`src/rtl/mem_stage_pkg.sv`:
```
// Shared opcodes, constants and FSM encoding for the MEM stage and its helpers.
package mem_stage_pkg;

  localparam logic [7:0] EXE_LB_OP  = 8'hE0;
  localparam logic [7:0] EXE_LH_OP  = 8'hE1;
  localparam logic [7:0] EXE_LW_OP  = 8'hE3;
  localparam logic [7:0] EXE_LBU_OP = 8'hE4;
  localparam logic [7:0] EXE_LHU_OP = 8'hE5;
  localparam logic [7:0] EXE_SB_OP  = 8'hE8;
  localparam logic [7:0] EXE_SH_OP  = 8'hE9;
  localparam logic [7:0] EXE_SW_OP  = 8'hEB;

  localparam logic [31:0] ZeroWord     = 32'h0000_0000;
  localparam logic [4:0]  NOPRegAddr   = 5'd0;
  localparam logic        WriteEnable  = 1'b1;
  localparam logic        WriteDisable = 1'b0;
  localparam logic        RstEnable    = 1'b1;

  typedef enum logic [1:0] {
    ST_IDLE = 2'd0,
    ST_BUSY = 2'd1,
    ST_HOLD = 2'd2
  } mem_state_e;

  function automatic logic op_is_load(input logic [7:0] op);
    return op inside {EXE_LB_OP, EXE_LBU_OP, EXE_LH_OP, EXE_LHU_OP, EXE_LW_OP};
  endfunction

  function automatic logic op_is_store(input logic [7:0] op);
    return op inside {EXE_SB_OP, EXE_SH_OP, EXE_SW_OP};
  endfunction

  // Big-endian lanes: offset 0 is the most significant byte.
  function automatic logic [3:0] lane_sel(input logic [7:0] op, input logic [1:0] off);
    case (op)
      EXE_LB_OP, EXE_LBU_OP, EXE_SB_OP: lane_sel = 4'b1000 >> off;
      EXE_LH_OP, EXE_LHU_OP, EXE_SH_OP: lane_sel = off[1] ? 4'b0011 : 4'b1100;
      default:                          lane_sel = 4'b1111;
    endcase
  endfunction

  function automatic logic misaligned(input logic [7:0] op, input logic [1:0] off);
    case (op)
      EXE_LH_OP, EXE_LHU_OP, EXE_SH_OP: misaligned = off[0];
      EXE_LW_OP, EXE_SW_OP:             misaligned = |off;
      default:                          misaligned = 1'b0;
    endcase
  endfunction

endpackage

```
`src/rtl/mem_stage_if.sv`:
```
// Data-memory bus: registered request side from the MEM stage, read data + one-cycle ack back.
interface mem_stage_if #(
  parameter int ADDR_W = 32,
  parameter int DATA_W = 32
);
  logic              req;
  logic              we;
  logic [3:0]        sel;
  logic [ADDR_W-1:0] addr;
  logic [DATA_W-1:0] wdata;
  logic [DATA_W-1:0] rdata;
  logic              ack;

  modport master (output req, we, sel, addr, wdata, input rdata, ack);
  modport slave  (input req, we, sel, addr, wdata, output rdata, ack);
endinterface

```
`src/rtl/mem_stage_load_align.sv`:
```
// Big-endian lane select and sign/zero extension of a bus read word.
module mem_load_align
  import mem_stage_pkg::*;
(
  input  logic [31:0] rdata_i,
  input  logic [1:0]  addr_i,
  input  logic [7:0]  aluop_i,
  output logic [31:0] data_o
);

  logic [7:0]  byte_sel;
  logic [15:0] half_sel;

  always_comb begin
    case (addr_i)
      2'd0:    byte_sel = rdata_i[31:24];
      2'd1:    byte_sel = rdata_i[23:16];
      2'd2:    byte_sel = rdata_i[15:8];
      default: byte_sel = rdata_i[7:0];
    endcase
    half_sel = addr_i[1] ? rdata_i[15:0] : rdata_i[31:16];

    case (aluop_i)
      EXE_LB_OP:  data_o = {{24{byte_sel[7]}}, byte_sel};
      EXE_LBU_OP: data_o = {24'h0, byte_sel};
      EXE_LH_OP:  data_o = {{16{half_sel[15]}}, half_sel};
      EXE_LHU_OP: data_o = {16'h0, half_sel};
      default:    data_o = rdata_i;
    endcase
  end

endmodule

```
`src/rtl/mem_stage.sv`:
```
// MEM stage: issues data-bus loads/stores, formats load data and stalls the pipe while an access is outstanding.
// MEM/WB cannot stall, so every stalled cycle is presented to it as a bubble.
module mem_stage
  import mem_stage_pkg::*;
#(
  parameter int DATA_W     = 32,
  parameter int ADDR_W     = 32,
  parameter int REG_ADDR_W = 5,
  parameter int ALUOP_W    = 8
) (
  input  logic                  clk,
  input  logic                  rst,
  input  logic [REG_ADDR_W-1:0] ex_waddr,
  input  logic [DATA_W-1:0]     ex_wdata,
  input  logic                  ex_write,
  input  logic [ALUOP_W-1:0]    ex_aluop,
  input  logic [ADDR_W-1:0]     ex_mem_addr,
  input  logic [DATA_W-1:0]     ex_store_data,
  input  logic                  flush,
  mem_stage_if.master           dbus,
  output logic                  stall_req,
  output logic [REG_ADDR_W-1:0] mem_waddr_o,
  output logic [DATA_W-1:0]     mem_wdata_o,
  output logic                  mem_write_o,
  output logic                  align_exc_o
);

  mem_state_e        state_q;
  logic              flush_pend_q;
  logic              req_q, we_q;
  logic [3:0]        sel_q, sel_d;
  logic [ADDR_W-1:0] addr_q;
  logic [DATA_W-1:0] wdata_q, wdata_d;
  logic [DATA_W-1:0] ld_data_q, ld_data_d;
  logic              is_ld, is_st, is_mem, misal, issue;

  assign is_ld  = op_is_load(ex_aluop);
  assign is_st  = op_is_store(ex_aluop);
  assign is_mem = is_ld | is_st;
  assign misal  = is_mem & misaligned(ex_aluop, ex_mem_addr[1:0]);
  assign issue  = (state_q == ST_IDLE) & is_mem & ~misal & ~flush;
  assign sel_d  = lane_sel(ex_aluop, ex_mem_addr[1:0]);

  always_comb begin
    case (ex_aluop)
      EXE_SB_OP: wdata_d = {4{ex_store_data[7:0]}};
      EXE_SH_OP: wdata_d = {2{ex_store_data[15:0]}};
      default:   wdata_d = ex_store_data;
    endcase
  end

  mem_load_align u_load_align (
    .rdata_i (dbus.rdata),
    .addr_i  (ex_mem_addr[1:0]),
    .aluop_i (ex_aluop),
    .data_o  (ld_data_d)
  );

  always_ff @(posedge clk) begin
    if (rst == RstEnable) begin
      state_q      <= ST_IDLE;
      flush_pend_q <= 1'b0;
      req_q        <= 1'b0;
      we_q         <= 1'b0;
      sel_q        <= 4'b0000;
      addr_q       <= '0;
      wdata_q      <= '0;
      ld_data_q    <= '0;
    end else begin
      case (state_q)
        ST_IDLE: begin
          if (issue) begin
            req_q        <= 1'b1;
            we_q         <= is_st;
            sel_q        <= sel_d;
            addr_q       <= {ex_mem_addr[ADDR_W-1:2], 2'b00};
            wdata_q      <= wdata_d;
            flush_pend_q <= 1'b0;
            state_q      <= ST_BUSY;
          end
        end
        ST_BUSY: begin
          // A flush cannot abort the bus cycle; it only suppresses the writeback.
          if (dbus.ack) begin
            req_q        <= 1'b0;
            ld_data_q    <= ld_data_d;
            flush_pend_q <= 1'b0;
            state_q      <= (flush_pend_q | flush) ? ST_IDLE : ST_HOLD;
          end else if (flush) begin
            flush_pend_q <= 1'b1;
          end
        end
        ST_HOLD: state_q <= ST_IDLE;
        default: state_q <= ST_IDLE;
      endcase
    end
  end

  assign dbus.req   = req_q;
  assign dbus.we    = we_q;
  assign dbus.sel   = sel_q;
  assign dbus.addr  = addr_q;
  assign dbus.wdata = wdata_q;

  always_comb begin
    stall_req   = 1'b0;
    mem_waddr_o = ex_waddr;
    mem_wdata_o = ex_wdata;
    mem_write_o = ex_write;
    if (rst == RstEnable) begin
      mem_waddr_o = NOPRegAddr;
      mem_wdata_o = ZeroWord;
      mem_write_o = WriteDisable;
    end else begin
      case (state_q)
        ST_IDLE: begin
          if (misal) begin
            mem_write_o = WriteDisable;
          end else if (issue) begin
            stall_req   = 1'b1;
            mem_waddr_o = NOPRegAddr;
            mem_wdata_o = ZeroWord;
            mem_write_o = WriteDisable;
          end
        end
        ST_BUSY: begin
          stall_req   = 1'b1;
          mem_waddr_o = NOPRegAddr;
          mem_wdata_o = ZeroWord;
          mem_write_o = WriteDisable;
        end
        ST_HOLD: begin
          if (is_ld) mem_wdata_o = ld_data_q;
        end
        default: ;
      endcase
    end
  end

  assign align_exc_o = (rst != RstEnable) & misal;

endmodule

```
`src/flat_wrapper.sv`:
```
// flat-port wrapper written by rule: the top's interface ports become plain ports
module mem_stage_flat import mem_stage_pkg::*;
#(
  parameter int DATA_W     = 32,
  parameter int ADDR_W     = 32,
  parameter int REG_ADDR_W = 5,
  parameter int ALUOP_W    = 8
)
  (clk, rst, ex_waddr, ex_wdata, ex_write, ex_aluop, ex_mem_addr, ex_store_data, flush, stall_req, mem_waddr_o, mem_wdata_o, mem_write_o, align_exc_o, dbus_req, dbus_we, dbus_sel, dbus_addr, dbus_wdata, dbus_rdata, dbus_ack);
  mem_stage_if #(.ADDR_W(ADDR_W), .DATA_W(DATA_W)) dbus_i ();
  input  logic clk;
  input  logic rst;
  input  logic [REG_ADDR_W-1:0] ex_waddr;
  input  logic [DATA_W-1:0] ex_wdata;
  input  logic ex_write;
  input  logic [ALUOP_W-1:0] ex_aluop;
  input  logic [ADDR_W-1:0] ex_mem_addr;
  input  logic [DATA_W-1:0] ex_store_data;
  input  logic flush;
  output logic stall_req;
  output logic [REG_ADDR_W-1:0] mem_waddr_o;
  output logic [DATA_W-1:0] mem_wdata_o;
  output logic mem_write_o;
  output logic align_exc_o;
  output wire logic [$bits(dbus_i.req)-1:0] dbus_req;
  output wire logic [$bits(dbus_i.we)-1:0] dbus_we;
  output wire logic [$bits(dbus_i.sel)-1:0] dbus_sel;
  output wire logic [$bits(dbus_i.addr)-1:0] dbus_addr;
  output wire logic [$bits(dbus_i.wdata)-1:0] dbus_wdata;
  input wire logic [$bits(dbus_i.rdata)-1:0] dbus_rdata;
  input wire logic [$bits(dbus_i.ack)-1:0] dbus_ack;
  assign dbus_req = dbus_i.req;
  assign dbus_we = dbus_i.we;
  assign dbus_sel = dbus_i.sel;
  assign dbus_addr = dbus_i.addr;
  assign dbus_wdata = dbus_i.wdata;
  assign dbus_i.rdata = dbus_rdata;
  assign dbus_i.ack = dbus_ack;
  mem_stage #(.DATA_W(DATA_W), .ADDR_W(ADDR_W), .REG_ADDR_W(REG_ADDR_W), .ALUOP_W(ALUOP_W)) u_core (.clk(clk), .rst(rst), .ex_waddr(ex_waddr), .ex_wdata(ex_wdata), .ex_write(ex_write), .ex_aluop(ex_aluop), .ex_mem_addr(ex_mem_addr), .ex_store_data(ex_store_data), .flush(flush), .dbus(dbus_i), .stall_req(stall_req), .mem_waddr_o(mem_waddr_o), .mem_wdata_o(mem_wdata_o), .mem_write_o(mem_write_o), .align_exc_o(align_exc_o));
endmodule
```
`config.mk`:
```
export PLATFORM = sky130hd
export DESIGN_NAME = mem_stage_flat
export DESIGN_NICKNAME = d
export VERILOG_FILES = /design/src/rtl/mem_stage_pkg.sv /design/src/rtl/mem_stage_if.sv /design/src/rtl/mem_stage_load_align.sv /design/src/rtl/mem_stage.sv /design/src/flat_wrapper.sv
export SDC_FILE = /design/constraint.sdc
export NUM_CORES = 1
export LEC_CHECK = 0
export ABC_CLOCK_PERIOD_IN_PS = 6680
export CORE_MARGIN = 2
export CORE_UTILIZATION = 43
export DETAILED_ROUTE_END_ITERATION = 7
export PLACE_DENSITY = 0.82
export SLEW_MARGIN = 20
export SYNTH_ARGS = -nofsm -noshare
export SYNTH_HDL_FRONTEND = slang
export SYNTH_SLANG_ARGS = --single-unit
```
`constraint.sdc`:
```
create_clock -name clk -period 6.68 [get_ports clk]
set_input_delay 1.67 -clock clk [delete_from_list [all_inputs] [get_ports clk]]
set_output_delay 1.67 -clock clk [all_outputs]
set_load 0.005 [all_outputs]
```
# ---- Yosys cells after proc, flatten, opt, wreduce, memory -nomap -nowiden
# Index checks and enable logic that the tools add are counted.
dict set report word_totals {
  inputBits 146
  ff_bits 103
  out_inout_bits 110
  elab_cells 83
}
dict set report op_classes {
  mux 35
  reduce_logical 14
  eq_ne 15
  n_shift 1
  n_bitwise 10
}
# operator count
set ops {}
lappend ops {{2-to-1 mux 32 bit} 4}
lappend ops {{one-hot mux 32 bit (4 select lines)} 1}
lappend ops {{one-hot mux 32 bit (3 select lines)} 1}
lappend ops {{equality test 8 bit (second input constant)} 8}
lappend ops {{one-hot mux 32 bit (2 select lines)} 1}
lappend ops {{one-hot mux 8 bit (3 select lines)} 1}
lappend ops {{2-to-1 mux 16 bit} 1}
lappend ops {{2-to-1 mux 5 bit} 3}
lappend ops {{2-to-1 mux 1 bit} 11}
lappend ops {{one-hot mux 1 bit (2 select lines)} 5}
lappend ops {{one-hot mux 5 bit (2 select lines)} 1}
lappend ops {{one-hot mux 4 bit (2 select lines)} 1}
lappend ops {{2-to-1 mux 2 bit} 3}
lappend ops {{AND reduction 2 bit} 3}
lappend ops {{AND reduction 3 bit} 2}
lappend ops {{OR reduction 3 bit} 2}
lappend ops {{bitwise AND 1 bit} 5}
lappend ops {{nonzero test 5 bit} 1}
lappend ops {{equality test 2 x 1 -> 1 bit (second input constant)} 2}
lappend ops {{equality test 2 bit (second input constant)} 2}
lappend ops {{zero test 2 bit} 2}
lappend ops {{2-to-1 mux 4 bit} 1}
lappend ops {{one-hot mux 2 bit (2 select lines)} 1}
lappend ops {{OR reduction 2 bit} 2}
lappend ops {{other kinds (8)} 11}

# ---- Logic depth before layout (Yosys ltp)
dict set report depth {
  ltp_word 11
  depth_mapped 8
}

# ---- Hierarchy
# Synthesis repeated with hierarchy kept, for this count alone.
dict set report hier_totals {
  cells_unflattened 804
  hier_area_um2 6291.0
}
# mod n_inst cells_each area_each_um2
set by_module_without_submodules {}
lappend by_module_without_submodules {mem_stage 1 688 5315.1}
lappend by_module_without_submodules {mem_load_align 1 116 975.9}

# ---- Worst setup path before layout
# No wires, ideal clock.
dict set report synth_path {
  path_type {input to output}
  startpoint {in ex_aluop[2]}
  endpoint {out mem_wdata_o[13]}
  path_buffers 3
  t_arrival_ps 3085
  slack_ps 1925
  t_required_ps 5010
  path_stages 7
  cell_sequence {buf_2 nand2b_1 a2111o_1 clkbuf_1 buf_2 mux2i_1 o21ai_0}
}
dict set report synth_via {
  elab_chain_cells 11
  elab_cells_between_ends 24
}
# item line
set synth_rtl {}
lappend synth_rtl {{start, declared} flat_wrapper.sv:16} ;# input logic [ALUOP_W-1:0] ex_aluop;
lappend synth_rtl {{equality test 8 bit, on equally long branches} {mem_stage_pkg.sv:30, mem_stage_pkg.sv:43, mem_stage_pkg.sv:26}}
lappend synth_rtl {{OR reduction 3 bit, or another cell as far along} mem_stage_pkg.sv:43} ;# case (op)
lappend synth_rtl {{one-hot mux 1 bit (2 select lines) / bitwise OR 1 bit (equally long branches)} {mem_stage_pkg.sv:43, mem_stage.sv:39}}
lappend synth_rtl {{bitwise AND 1 bit} mem_stage.sv:40} ;# assign misal = is_mem & misaligned(ex_aluop, ex_mem_addr[1:0]);
lappend synth_rtl {{NOT 1 bit} mem_stage.sv:41} ;# assign issue = (state_q == ST_IDLE) & is_mem & ~misal & ~flush;
lappend synth_rtl {{bitwise AND 1 bit (2 in series)} mem_stage.sv:41}
lappend synth_rtl {{2-to-1 mux 32 bit} mem_stage.sv:119} ;# end else if (issue) begin
lappend synth_rtl {{2-to-1 mux 32 bit} mem_stage.sv:117} ;# if (misal) begin
lappend synth_rtl {{one-hot mux 32 bit (3 select lines) (*)} mem_stage.sv:115} ;# case (state_q)
lappend synth_rtl {{2-to-1 mux 32 bit (*)} mem_stage.sv:110} ;# if (rst == RstEnable) begin
lappend synth_rtl {{end, declared} flat_wrapper.sv:22} ;# output logic [DATA_W-1:0] mem_wdata_o;
# Mark *: on every way between the ends. The rest lies on a longest branch, timed or not.

# ---- Worst setup path in the final report
dict set report layout_path {
  startpoint {in ex_aluop[3]}
  endpoint {out mem_wdata_o[18]}
}
# The elaborated chain is that of the path after synthesis.

==> impl_results.md <==
- Status: complete, no violations
- YS warnings: 0
- Num CTS Buffers: 9
- Initial antenna violation count: 0
- Die area: 0.0146 sq mm
- Int Pwr: 1.05 mW
- Post-CTS Setup Repair Bufs: 0
- Clock sink total: 103
- Crit. End Element: output pin
- Min-delay worst type: reg2reg
- Ys flop type: dfxtp_1
- Worst Path Arrival: 4.43 ns
- Synth async-reset ratio: 0%
- Critical path's slowest cell: a221o_2
- Synthesized instance count: 746
- Crit path kind: in2out
- Layout cell share with drive strength beyond 1: 6.66%
- Max clock buf depth: 2
- Crit Reg-Reg Endpoint: u_core.dbus.sel[0]
- Core area: 0.0133 sq mm
- RSZ-0062 raised after global routing: false
- Mapped cell area: 0.00589 sq mm
- Global placement routability congestion: 0.859
- TritonCTS clock tree: yes
- Startpoint Class: input pin
- Syn avg cell area: 7.89 sq um
- Clock skew: 0.00664 ns
- Crit-path cells: clkdlybuf4s50_1, or2_1, a221o_2, buf_4, o2111ai_1, nand3_1, clkdlybuf4s50_1
- Worst Reg-to-Reg Cells: 5
- NumNets Final: 1087
- Cell Rows: 42
- Drt first pass iters: 7
- Period utilization: 91.2%
- Worst r2r src: u_core.state_q[0]
- Fraction of power consumed by the clock network: 38.3%
- Seq pwr share: 43.5%
- # port buffers: 253
- NetSw: 369 uW
- Hold buffer count at cts: 0
- Vias: 6795
- Number of nets with antenna violations after routing: 0
- Number of synthesized register bits: 103
- WP data required: 5.01 ns
- Logic pwr share: 18.2%
- Max Clk Rate: 164 MHz
- Critical path fanouts, max: 22
- GRT Util Overall: 28.0%
- CP bufs+invs: 3
- Final Max Slew Viols: 0
- Vias in the first global route: 6026
- Sequential-to-total area share from yosys stat: 35.0%
- Max_cap viols: 0
- Pwr per Cell Area: 163 mW/mm^2
- Wire length per cell: 19.3 microns
- Worst R2R Setup Slack: 4.11 ns
- Worst-margin pin slew: 1.10 ns
- PostCTS Resize Cnt: 0
- Hpwl dp: 14900 microns
- Final TNS setup: 0 ns
- Maximum VDD drop: 0.162 mV
- Worst skew pair latency: 0.35 ns
- Setup violations, final: 0
- Slowest Stage Delay on Critical Path: 0.66 ns
- Height of the chip: 121 microns
- DR vias/cell: 6.06
- Sw Ratio: 25.9%
- Finished Cell Area: 0.00872 sq mm
- Final global-route overflow total: 0
- Die span in x: 121 microns
- Cell family with most CP delay: buffers and inverters
- Clock transition at path regs: 0.07 ns
- Fin util: 65.6%
- Syn-to-layout area delta: 48.1%
- Critical path's most frequent cell: clkdlybuf4s50_1
- Worst hold path endpoint: u_core.state_q[1]
- Placed cell areas: 0.00841 sq mm
- Final Critical Period: 6.10 ns
- Post-synth EDFFs: 0
- Worst hold stages: 1
- Top-Level Pins: 256
- Synth cell types: 46
- Initial Util: 44.3%
- Worst slew margin: 26.9%
- Final WL: 21600 microns
- DRC viols: 0
- Inserted Diodes: 0
- Clock root cell: clkbuf_16
- DR iter-0 viols: 768
- Non-Filler Instances: 1122
- Final Hold Vio Count: 0
- Leak: 2.97 nW
- Placed Cells: 1106
- First-pass GRT wire length: 32800 microns
- Worst hold path startpoint: u_core.flush_pend_q
- Largest net degree at the start of global routing: 73
- Max H-tree Level: 3
through the flow:
stage	worst slack (ns)	power, mW	hold WS (ns)
after floorplan	1.93	0.739	0.398
after global placement	0.724	0.885	0.412
after detailed placement	0.638	0.887	0.420
after CTS	0.624	1.43	0.430
after global routing	0.443	1.47	0.464
final	0.585	1.42	0.434
how the worst max path moves through the flow:
stage,start,endpoint,slack (ns),cells after the start
floorplan,ex_aluop[2],mem_wdata_o[13],1.93,7
global placement,ex_aluop[3],mem_wdata_o[18],0.72,7
detailed placement,ex_aluop[3],mem_wdata_o[18],0.64,7
CTS,ex_aluop[3],mem_wdata_o[18],0.62,7
global route,ex_aluop[3],mem_wdata_o[18],0.44,7
finish,ex_aluop[3],mem_wdata_o[18],0.58,7
sequential cells by signal (all words and copies together) (netlist names):
signal / flops
u_core.ld_data_q: 32
u_core.state_q: 2
u_core.dbus.wdata: 32
u_core.flush_pend_q: 1
u_core.dbus.we: 1
u_core.dbus.addr: 30
u_core.dbus.sel: 4
u_core.dbus.req: 1
worst register-to-register path, delay by kind of cell (launching register included):
kind / cells / cell delay, ns
AOI/OAI and AO/OA: 1 / 0.23
DFF: 1 / 0.44
and+or+nand+nor: 3 / 1.43
buffers and inverters: 1 / 0.29
kinds of logic after synthesis:
group | Yosys count | synth area share, %
compound gates | 293 | 30.6
buf+inv | 96 | 7.12
flops | 103 | 35.0
mux | 44 | 9.35
other cells | 1 | 0.0637
simple gates | 209 | 17.9
metal layers:
metal	track usage [%]	wire length, microns	up-vias
li1	-	-	3220
met1	38.7	9180	3196
met2	43.2	9910	332
met3	5.03	1700	47
met4	10.8	803	0
met5	0	0	-
synth_stat cells, drive strengths merged, types with 8 or more instances:
master	count	area, sq um
a211oi	17	128
buf	37	198
nand2	46	173
nor3	13	70.1
mux4	8	180
a21oi	101	505
o21ai	95	475
nand3	113	566
clkbuf	53	199
nand2b	11	68.8
dfxtp	103	2060
nor2	8	30.0
mux2i	28	280
mux2	8	90.1
o2111ai	48	420
placed cells by master, fill, tap and decap left out, types with 9 or more instances in the layout:
| cell type | count |
|---|---|
| clkdlybuf4s50_1 | 252 |
| nand3_1 | 113 |
| dfxtp_1 | 103 |
| a21oi_1 | 101 |
| o21ai_0 | 94 |
| o2111ai_1 | 48 |
| nand2_1 | 46 |
| mux2i_1 | 28 |
| buf_4 | 20 |
| a211oi_1 | 17 |
| nand2b_1 | 11 |
| nor3_1 | 11 |
| clkbuf_16 | 9 |
area by class of cell:
cell class	count	area, sq um
tap	176	220
fill	1172	4580
clock inverter	7	78.8
clock buffer	9	225
inverter	6	22.5
timing repair buffer	273	2680
sequential	103	2060
multi-input combinational	548	3430
power groups by stage:
stage               sequential (mW)  combinational, mW  clock (mW)
floorplan                     0.633              0.107           0
global placement              0.633              0.252           0
detailed placement            0.633              0.254           0
CTS                           0.618              0.256       0.551
global route                  0.618              0.277       0.574
finish                        0.618              0.259       0.545
Note: power is estimated with default switching activity, not from simulation.
